`src/rtl/pq_cmd_arbiter.sv`:
```
// ---------------------------------------------------------------------------
// pq_cmd_arbiter
//
// Round-robin command arbiter and sequencer in front of the priority-queue
// cell array. One push/pop/drop is in flight at a time: it is granted, issued
// to the array as a single-cycle pulse, completed by the array's strobe, and
// answered with a one-cycle response to the requester that owns it.
// Occupancy is tracked locally so that overflow and underflow are rejected
// without touching the array.
//
// Optional feature (compile-time macro): PQ_ARB_TIMEOUT_EN
//   When defined, WAIT gives up after TO_CYC cycles without the matching
//   strobe, answers with an error and raises the sticky timeout_o flag.
//   When undefined, WAIT holds indefinitely and timeout_o is tied low.
//
// Ports
//   clk_i, rst_i            clock (rising edge), synchronous active-high reset
//   req_valid_i[NR]         per-requester request valid
//   req_op_i[2*NR]          per-requester op: 00 push, 01 pop, 10 drop, 11 illegal
//   req_id_i[IW*NR]         per-requester ID (push/drop)
//   req_prio_i[PW*NR]       per-requester priority (push)
//   req_ready_o[NR]         grant, one-hot or zero
//   rsp_valid_o[NR]         one-cycle response strobe to the owning requester
//   rsp_err_o               response error flag
//   rsp_id_o, rsp_prio_o    popped entry (0 for push/drop)
//   pq_push_o/pop_o/drop_o  one-cycle command pulses to the array
//   pq_id_o, pq_prio_o      command ID (push/drop) and priority (push)
//   pq_*_vld_i              array completion strobes
//   pq_drop_hit_i           drop completed and the ID was found
//   pq_id_i, pq_prio_i      head entry, valid with pq_pop_vld_i
//   count_o                 current occupancy
//   timeout_o               sticky completion-timeout flag
//   dbg_state               current FSM state (IDLE=0, ISSUE=1, WAIT=2, RESP=3)
//
// Handshake: a request transfers in the cycle where req_valid_i[r] and
// req_ready_o[r] are both high. Ready is only ever raised for a requester
// whose valid is already high, and only in IDLE outside reset; requesters
// keep their request fields stable until that cycle and may withdraw valid
// before it.
// ---------------------------------------------------------------------------
module pq_cmd_arbiter #(
    parameter int NR     = 4,
    parameter int IW     = 4,
    parameter int PW     = 8,
    parameter int DEPTH  = 8,
    parameter int TO_CYC = 16
) (
    input  logic                       clk_i,
    input  logic                       rst_i,
    input  logic [NR-1:0]              req_valid_i,
    input  logic [2*NR-1:0]            req_op_i,
    input  logic [IW*NR-1:0]           req_id_i,
    input  logic [PW*NR-1:0]           req_prio_i,
    output logic [NR-1:0]              req_ready_o,
    output logic [NR-1:0]              rsp_valid_o,
    output logic                       rsp_err_o,
    output logic [IW-1:0]              rsp_id_o,
    output logic [PW-1:0]              rsp_prio_o,
    output logic                       pq_push_o,
    output logic                       pq_pop_o,
    output logic                       pq_drop_o,
    output logic [IW-1:0]              pq_id_o,
    output logic [PW-1:0]              pq_prio_o,
    input  logic                       pq_push_vld_i,
    input  logic                       pq_pop_vld_i,
    input  logic                       pq_drop_vld_i,
    input  logic                       pq_drop_hit_i,
    input  logic [IW-1:0]              pq_id_i,
    input  logic [PW-1:0]              pq_prio_i,
    output logic [$clog2(DEPTH+1)-1:0] count_o,
    output logic                       timeout_o,
    output logic [1:0]                 dbg_state
);

    localparam int CW   = $clog2(DEPTH + 1);
    localparam int PTRW = (NR > 1) ? $clog2(NR) : 1;

    localparam logic [1:0] OP_PUSH = 2'b00;
    localparam logic [1:0] OP_POP  = 2'b01;
    localparam logic [1:0] OP_DROP = 2'b10;

    typedef enum logic [1:0] {
        IDLE  = 2'd0,
        ISSUE = 2'd1,
        WAIT  = 2'd2,
        RESP  = 2'd3
    } state_t;

    state_t          state;
    logic [PTRW-1:0] rr_ptr;
    logic [CW-1:0]   count;
    logic [1:0]      lat_op;
    logic [PTRW-1:0] lat_w;

    // Per-requester views of the packed request buses.
    logic [1:0]      op_arr   [NR];
    logic [IW-1:0]   id_arr   [NR];
    logic [PW-1:0]   prio_arr [NR];

    logic            win_found;
    logic [PTRW-1:0] win_idx;
    logic [PTRW-1:0] cand;
    logic            hs;
    logic [1:0]      sel_op;
    logic [IW-1:0]   sel_id;
    logic [PW-1:0]   sel_prio;
    logic            req_err;
    logic            strobe_match;

    always_comb begin
        for (int i = 0; i < NR; i++) begin
            op_arr[i]   = req_op_i[i*2 +: 2];
            id_arr[i]   = req_id_i[i*IW +: IW];
            prio_arr[i] = req_prio_i[i*PW +: PW];
        end
    end

    // Round-robin search: first valid requester at or after rr_ptr.
    always_comb begin
        win_found = 1'b0;
        win_idx   = '0;
        cand      = '0;
        for (int i = 0; i < NR; i++) begin
            cand = PTRW'((int'(rr_ptr) + i) % NR);
            if (!win_found && req_valid_i[cand]) begin
                win_found = 1'b1;
                win_idx   = cand;
            end
        end
    end

    assign hs          = (state == IDLE) && !rst_i && win_found;
    assign req_ready_o = hs ? (NR'(1) << win_idx) : '0;

    assign sel_op   = op_arr[win_idx];
    assign sel_id   = id_arr[win_idx];
    assign sel_prio = prio_arr[win_idx];

    // Requests rejected without reaching the array.
    assign req_err = (sel_op == 2'b11) ||
                     ((sel_op == OP_PUSH) && ((count == CW'(DEPTH)) || (sel_id == '0))) ||
                     ((sel_op == OP_POP) && (count == '0));

    // Only the strobe belonging to the issued op completes it.
    assign strobe_match = ((lat_op == OP_PUSH) && pq_push_vld_i) ||
                          ((lat_op == OP_POP)  && pq_pop_vld_i)  ||
                          ((lat_op == OP_DROP) && pq_drop_vld_i);

`ifdef PQ_ARB_TIMEOUT_EN
    localparam int TW = $clog2(TO_CYC + 1);
    logic [TW-1:0] to_cnt;
    logic          to_flag;
    assign timeout_o = to_flag;
`else
    // TO_CYC only matters when the timeout is built in.
    logic unused_to_cyc;
    assign unused_to_cyc = ^TO_CYC;
    assign timeout_o     = 1'b0;
`endif

    always_ff @(posedge clk_i) begin
        if (rst_i) begin
            state       <= IDLE;
            rr_ptr      <= '0;
            count       <= '0;
            lat_op      <= '0;
            lat_w       <= '0;
            pq_push_o   <= 1'b0;
            pq_pop_o    <= 1'b0;
            pq_drop_o   <= 1'b0;
            pq_id_o     <= '0;
            pq_prio_o   <= '0;
            rsp_valid_o <= '0;
            rsp_err_o   <= 1'b0;
            rsp_id_o    <= '0;
            rsp_prio_o  <= '0;
`ifdef PQ_ARB_TIMEOUT_EN
            to_cnt      <= '0;
            to_flag     <= 1'b0;
`endif
        end else begin
            // Pulse outputs fall back to zero unless set below.
            pq_push_o   <= 1'b0;
            pq_pop_o    <= 1'b0;
            pq_drop_o   <= 1'b0;
            pq_id_o     <= '0;
            pq_prio_o   <= '0;
            rsp_valid_o <= '0;
            rsp_err_o   <= 1'b0;
            rsp_id_o    <= '0;
            rsp_prio_o  <= '0;

            case (state)
                IDLE: begin
                    if (hs) begin
                        lat_op <= sel_op;
                        lat_w  <= win_idx;
                        rr_ptr <= (win_idx == PTRW'(NR - 1)) ? '0 : win_idx + 1'b1;
                        if (req_err) begin
                            rsp_valid_o <= NR'(1) << win_idx;
                            rsp_err_o   <= 1'b1;
                            state       <= RESP;
                        end else begin
                            // Registered here so the pulse is visible during ISSUE.
                            pq_push_o <= (sel_op == OP_PUSH);
                            pq_pop_o  <= (sel_op == OP_POP);
                            pq_drop_o <= (sel_op == OP_DROP);
                            pq_id_o   <= (sel_op == OP_POP) ? '0 : sel_id;
                            pq_prio_o <= (sel_op == OP_PUSH) ? sel_prio : '0;
                            state     <= ISSUE;
                        end
                    end
                end

                ISSUE: begin
`ifdef PQ_ARB_TIMEOUT_EN
                    to_cnt <= '0;
`endif
                    state <= WAIT;
                end

                WAIT: begin
                    if (strobe_match) begin
                        rsp_valid_o <= NR'(1) << lat_w;
                        state       <= RESP;
                        case (lat_op)
                            OP_PUSH: begin
                                if (count != CW'(DEPTH)) count <= count + 1'b1;
                            end
                            OP_POP: begin
                                rsp_id_o   <= pq_id_i;
                                rsp_prio_o <= pq_prio_i;
                                if (count != '0) count <= count - 1'b1;
                            end
                            default: begin
                                rsp_err_o <= ~pq_drop_hit_i;
                                if (pq_drop_hit_i && (count != '0)) count <= count - 1'b1;
                            end
                        endcase
`ifdef PQ_ARB_TIMEOUT_EN
                    end else if (to_cnt == TW'(TO_CYC - 1)) begin
                        // TO_CYC cycles spent in WAIT: abandon, count untouched.
                        rsp_valid_o <= NR'(1) << lat_w;
                        rsp_err_o   <= 1'b1;
                        to_flag     <= 1'b1;
                        state       <= RESP;
                    end else begin
                        to_cnt <= to_cnt + 1'b1;
`endif
                    end
                end

                RESP: begin
                    state <= IDLE;
                end

                default: begin
                    state <= IDLE;
                end
            endcase
        end
    end

    assign count_o   = count;
    assign dbg_state = state;

endmodule

```
`config.mk`:
```
export PLATFORM = sky130hd
export DESIGN_NAME = pq_cmd_arbiter
export DESIGN_NICKNAME = d
export VERILOG_FILES = /design/src/rtl/pq_cmd_arbiter.sv
export SDC_FILE = /design/constraint.sdc
export NUM_CORES = 1
export LEC_CHECK = 0
export BUFFER_PORTS_ARGS = -buffer_cell sky130_fd_sc_hd__buf_2
export CORE_AREA = 4 4 66 93
export CTS_CLUSTER_DIAMETER = 40
export DETAILED_ROUTE_END_ITERATION = 8
export DIE_AREA = 0 0 70 97
export GPL_TIMING_DRIVEN = 0
export PLACE_DENSITY = 0.81
export SKIP_LAST_GASP = 1
export SYNTH_ARGS = -nofsm -noshare
export SYNTH_HDL_FRONTEND = slang
export SYNTH_SLANG_ARGS = --single-unit
export TNS_END_PERCENT = 100
```
`constraint.sdc`:
```
create_clock -name clk_i -period 3.2 [get_ports clk_i]
set_input_delay 0.64 -clock clk_i [delete_from_list [all_inputs] [get_ports clk_i]]
set_output_delay 0.64 -clock clk_i [all_outputs]
set_load 0.05 [all_outputs]
```
-- After elaboration in Yosys (flattened, before gate mapping)
Index checks and enable logic that the tools add are counted.
- register bits: 44
- logic and storage cells: 129
- $lt $le $gt $ge: 5
- reductions and logical operators: 35
- add/subtract/negate cells: 6
- eq/ne operators: 15
- mux-type cells: 44
- bitwise operators: 8
- shifts and indexed selects: 2
- operator list (cell ; count):
    $mux 4 ; 9
    $mux 2 ; 10
    $bmux 8 s2 ; 1
    $mux 8 ; 2
    $pmux 4 s2 ; 2
    $eq 2x2->1 const B ; 6
    $lt 2x3->1 const B ; 4
    $mux 1 ; 12
    $logic_and 1x1->1 ; 11
    $reduce_or 5->1 ; 2
    $bmux 1 s2 ; 4
    $bmux 4 s2 ; 1
    $logic_not 4->1 ; 2
    $pmux 2 s4 ; 1
    $reduce_or 4->1 ; 2
    $shl 1x2->4 const A ; 2
    $not 1->1 ; 7
    $eq 2x1->1 const B ; 3
    $logic_not 2->1 ; 3
    $logic_or 1x1->1 ; 5
    $reduce_and 5->1 ; 1
    $add 2x1->2 const B ; 2
    $add 2x2->2 const B ; 2
    $add 4x1->4 const B ; 1
    other kinds (14) ; 20

-- Longest topological paths before layout
- depth in word-level cells: 24
- depth in mapped cells: 9
- gate-level depth less buffers: 8

-- Worst setup path after synthesis
OpenSTA, ideal clock, no wires.
- path type: input to output
- start point: input port req_valid_i[0]
- end point: output port req_ready_o[2]
- arrival time: 2182 ps
- data required time: 2560 ps
- setup slack: 378 ps
- stages on the path: 7
- cells stage by stage: and2_4 o211a_1 nor2_1 clkbuf_1 ha_1 nand2_1 inv_1
- longest elaborated chain between the ends: 14
- ends and longest elaborated chain (what ; line ; RTL):
    start, declared ; 50 ; input logic [NR-1:0] req_valid_i,
    $bmux 1 s2 ; 125 ; if (!win_found && req_valid_i[cand]) begin
    $mux 1 (implied by the code) ; 125 ;
    $mux 1 ; 125 ;
    $logic_not 1->1 ; 125 ;
    $logic_and 1x1->1 ; 125 ;
    $mux 1 ; 125 ;
    $logic_not 1->1 ; 125 ;
    $logic_and 1x1->1 ; 125 ;
    $mux 1 ; 125 ;
    $logic_not 1->1 ; 125 ;
    $logic_and 1x1->1 ; 125 ;
    $mux 2 * ; 125 ;
    named net win_idx[1] ; 101 ; logic [PTRW-1:0] win_idx;
    $shl 1x2->4 * ; 133 ; assign req_ready_o = hs ? (NR'(1) << win_idx) : '0;
    $mux 4 * ; 133 ;
    end, declared ; 54 ; output logic [NR-1:0] req_ready_o,
Mark *: on every way through the listed nets, which the timed path passes. The rest lies on a longest branch. The select of a mux whose other input is x is not followed.

-- Worst setup path in the final report
- start point: input port req_valid_i[1]
- end point: output port req_ready_o[0]
Same word-level chain as after synthesis.

==> metrics.txt <==
outcome=finished clean; Horiz. Die Dim=70 µm; mean area per synthesized cell=9.54 µm²; terminus of the critical flop-to-flop path=dbg_state[1]; Routed Antenna Nets=0; net count after synthesis=332; Worst slew margin=0.426; RSZ-0062 raised after global routing=false; most common cell in the netlist=dfxtp_1; area after detailed placement=3010 µm²; number of nets in the layout=457; slowest cell on the critical path=clkbuf_2; Main synth FF type=dfxtp_1; data arrival time at the worst-slack endpoint=2.42 ns; Bufs on Longest Clock Path=2; # IOs=121; per-cell routed wire length=13.8 µm; antenna violations before repair=0; CTS sink cnt=44; Cell Rows=32; global-route wire length before repair=9.98 mm; hold-fix buffers at CTS=0; number of warnings issued by yosys=0; async set-reset flop share out of synthesis=0; drt pass-1 iters=4; basic-gate share of the synthesized area counting and, or, nand and nor cells=0.234; total number of vias=2252; remaining global-route overflow=0; number of DRC markers in iteration 0=74; Root Buffer Master=clkbuf_8; Pwr Density=810 nW/µm²; critical hold path startpoint=lat_w[0]; core box area=5370 µm²; adder-cell area share of the yosys netlist=0.0514; detailed-placement wirelength estimate=4.95 mm; kind of end point of the critical path=output pin; origin of the critical flop-to-flop path=rr_ptr[1]; register bit count reported by yosys=44; worst r2r path cells=7; port bufs=118; count of endpoints failing setup in the final report=0; dominant cells by area after synthesis=dfxtp_1 (38%), mux4_2 (8.7%), and2_1 (5.4%); clock network latency to the later pin of the worst-skew pair=0.30 ns; final WL=6.06 mm; shortest period the worst path allows=3.06 ns; Critical Path, Cell by Cell=buf_2 > nand2b_1 > o211a_1 > nor2_1 > clkbuf_2 > inv_1 > ha_1 > nand2_1 > inv_1 > buf_2; max_cap viols=0; die area=6790 µm²; part of the cycle the worst path needs=0.955; summed instance area of the synthesized netlist=2340 µm²; required time of the critical path=2.56 ns; detailed-route DRC error count=0; Startpoint Class=primary input; slack of the worst reg-to-reg path=0.79 ns; top post-synthesis cells by count=dfxtp_1 (44), nand3_1 (22), and2_1 (20); compound-cell area share of the yosys netlist=0.166; share of synthesized area spent on multiplexers=0.111; setup TNS=0 ns; count of final hold-check violations=0; clock buffers created by TritonCTS=5; classification of the worst-slack hold path=reg2reg; maximum fanout count along the critical path=11; type of the setup path with the least slack=in2out; Cells after Synth=245; via count normalized by instance count=5.13; Worst Clk Skew=0.00332 ns; Buf/Inv on CP=5; layout cell share with drive strength beyond 1=0.420; number of global-route vias before repair=2285; CP peak stage delay=0.34 ns; Worst path top cell family by delay=buffers and inverters; starting utilization of the core area=0.436; sequential share of the synthesized area=0.377; Layout Area Growth over Synthesis=33.9%; final standard cell area without fillers=3130 µm²; number of standard cells in the final layout excluding fillers=439; Chip Height=97 µm; Max rail drop VDD=0.348 mV; number of max-slew violations in the final report=0; Inst Count DP=431; gr usage total=0.179; Tightest Pin Transition=0.851 ns; antenna diode count=0; Worst-path clk slew=0.09 ns; leakage power summed over all cells=1.58 nW; cell depth of the worst min-delay path=1; RePlAce Congestion=0.832; largest family of logic cells by synthesized area=simple AND/OR/NAND/NOR gates; Max Clock Freq=327 MHz; hold worst-path end=rsp_valid_o[2]; number of distinct standard cells referenced by the synthesized netlist=53; pin count of the biggest net entering global routing=16; number of enable flip-flop cells after synthesis=0; post-synthesis xor/xnor area fraction=0.0150; clock tree from TritonCTS=yes; post-synth top area share=0.377; level count of the clock H-tree=2; largest area contributor in the synthesized netlist=dfxtp_1
[registers in the layout, indices dropped and copies added, names as in the netlist]
register     cells
pq_id_o          4
pq_drop_o        1
pq_prio_o        8
rsp_err_o        1
rsp_valid_o      4
rr_ptr           2
rsp_prio_o       8
dbg_state        2
lat_op           2
count_o          4
pq_push_o        1
lat_w            2
pq_pop_o         1
rsp_id_o         4
[layout by cell type (no fill, tap or decap), types with 3 or more instances in the layout]
| cell type | n |
|---|---|
| buf_2 | 120 |
| dfxtp_1 | 44 |
| nand3_1 | 22 |
| and2_1 | 20 |
| nand2_1 | 18 |
| inv_1 | 16 |
| a21oi_1 | 13 |
| nor2_1 | 12 |
| o21ai_0 | 11 |
| mux4_2 | 9 |
| ha_1 | 8 |
| clkbuf_8 | 5 |
| nand2b_1 | 4 |
| clkbuf_1 | 4 |
| nor3_1 | 4 |
| o31ai_1 | 4 |
| and3b_1 | 4 |
| mux2i_1 | 3 |
| xnor2_1 | 3 |
| o21ai_1 | 3 |
[how the worst max path moves through the flow]
| stage | from | endpoint | slack [ns] | cells past startpoint |
|---|---|---|---|---|
| finish | req_valid_i[1] | req_ready_o[0] | 0.14 | 10 |
| global route | rr_ptr[1] | req_ready_o[2] | 0.0004 | 9 |
| CTS | req_valid_i[1] | req_ready_o[0] | 0.13 | 10 |
| detailed placement | req_valid_i[1] | req_ready_o[0] | -0.10 | 10 |
| global placement | req_valid_i[1] | req_ready_o[2] | -0.06 | 9 |
| floorplan | req_valid_i[0] | req_ready_o[2] | 0.38 | 7 |
[stage by stage]
| step | total power, mW | util | setup WS (ns) | hold slack (ns) |
|---|---|---|---|---|
| finish | 2.53 | 0.583 | 0.143 | 0.489 |
| global route | 2.70 | 0.583 | 0.000370 | 0.503 |
| CTS | 2.55 | 0.583 | 0.131 | 0.488 |
| detailed placement | 2.11 | 0.562 | -0.103 | 0.467 |
| global placement | 2.07 | 0.562 | -0.0551 | 0.466 |
| floorplan | 1.80 | - | 0.378 | 0.442 |
[cell families (layout without fill, tap and decap cells)]
family,Yosys count,count (layout)
AND/OR/NAND/NOR,99,99
other,1,1
flip-flops,44,44
XOR/XNOR,4,4
AO/OA/AOI/OAI,50,50
buffers and inverters,25,151
adder cells (fa/ha/maj),9,9
multiplexers,13,13
[power by group]
part	leakage, nW	switching, mW	internal [mW]
clock network	0.0548	0.206	0.235
registers	0.358	0.0756	0.648
logic	1.17	0.881	0.488
total	1.58	1.16	1.37
[cell type report]
| cell class | count | area (µm²) |
|---|---|---|
| Buffer | 8 | 37.5 |
| Clock buffer | 5 | 68.8 |
| Clock inverter | 3 | 46.3 |
| Fill cell | 499 | 2230 |
| Inverter | 17 | 66.3 |
| Multi-Input combinational cell | 176 | 1360 |
| Sequential cell | 44 | 881 |
| Tap cell | 68 | 85.1 |
| Timing Repair Buffer | 118 | 591 |
[routing by layer]
metal / wire (µm) / up-vias / share of wire / GRT usage
met2: 3330 / 84 / 0.55 / 0.343
met1: 2170 / 1036 / 0.36 / 0.179
met3: 423 / 11 / 0.070 / 0.0385
met4: 140 / 0 / 0.023 / 0.0796
li1: - / 1121 / - / -
met5: 0 / - / 0 / 0
[timing repair]
action,4_1_cts,5_1_grt
setup endpoints to repair,4,0
gates resized for setup,1,0
setup buffers,0,0
Note: power is estimated with default switching activity, not from simulation.
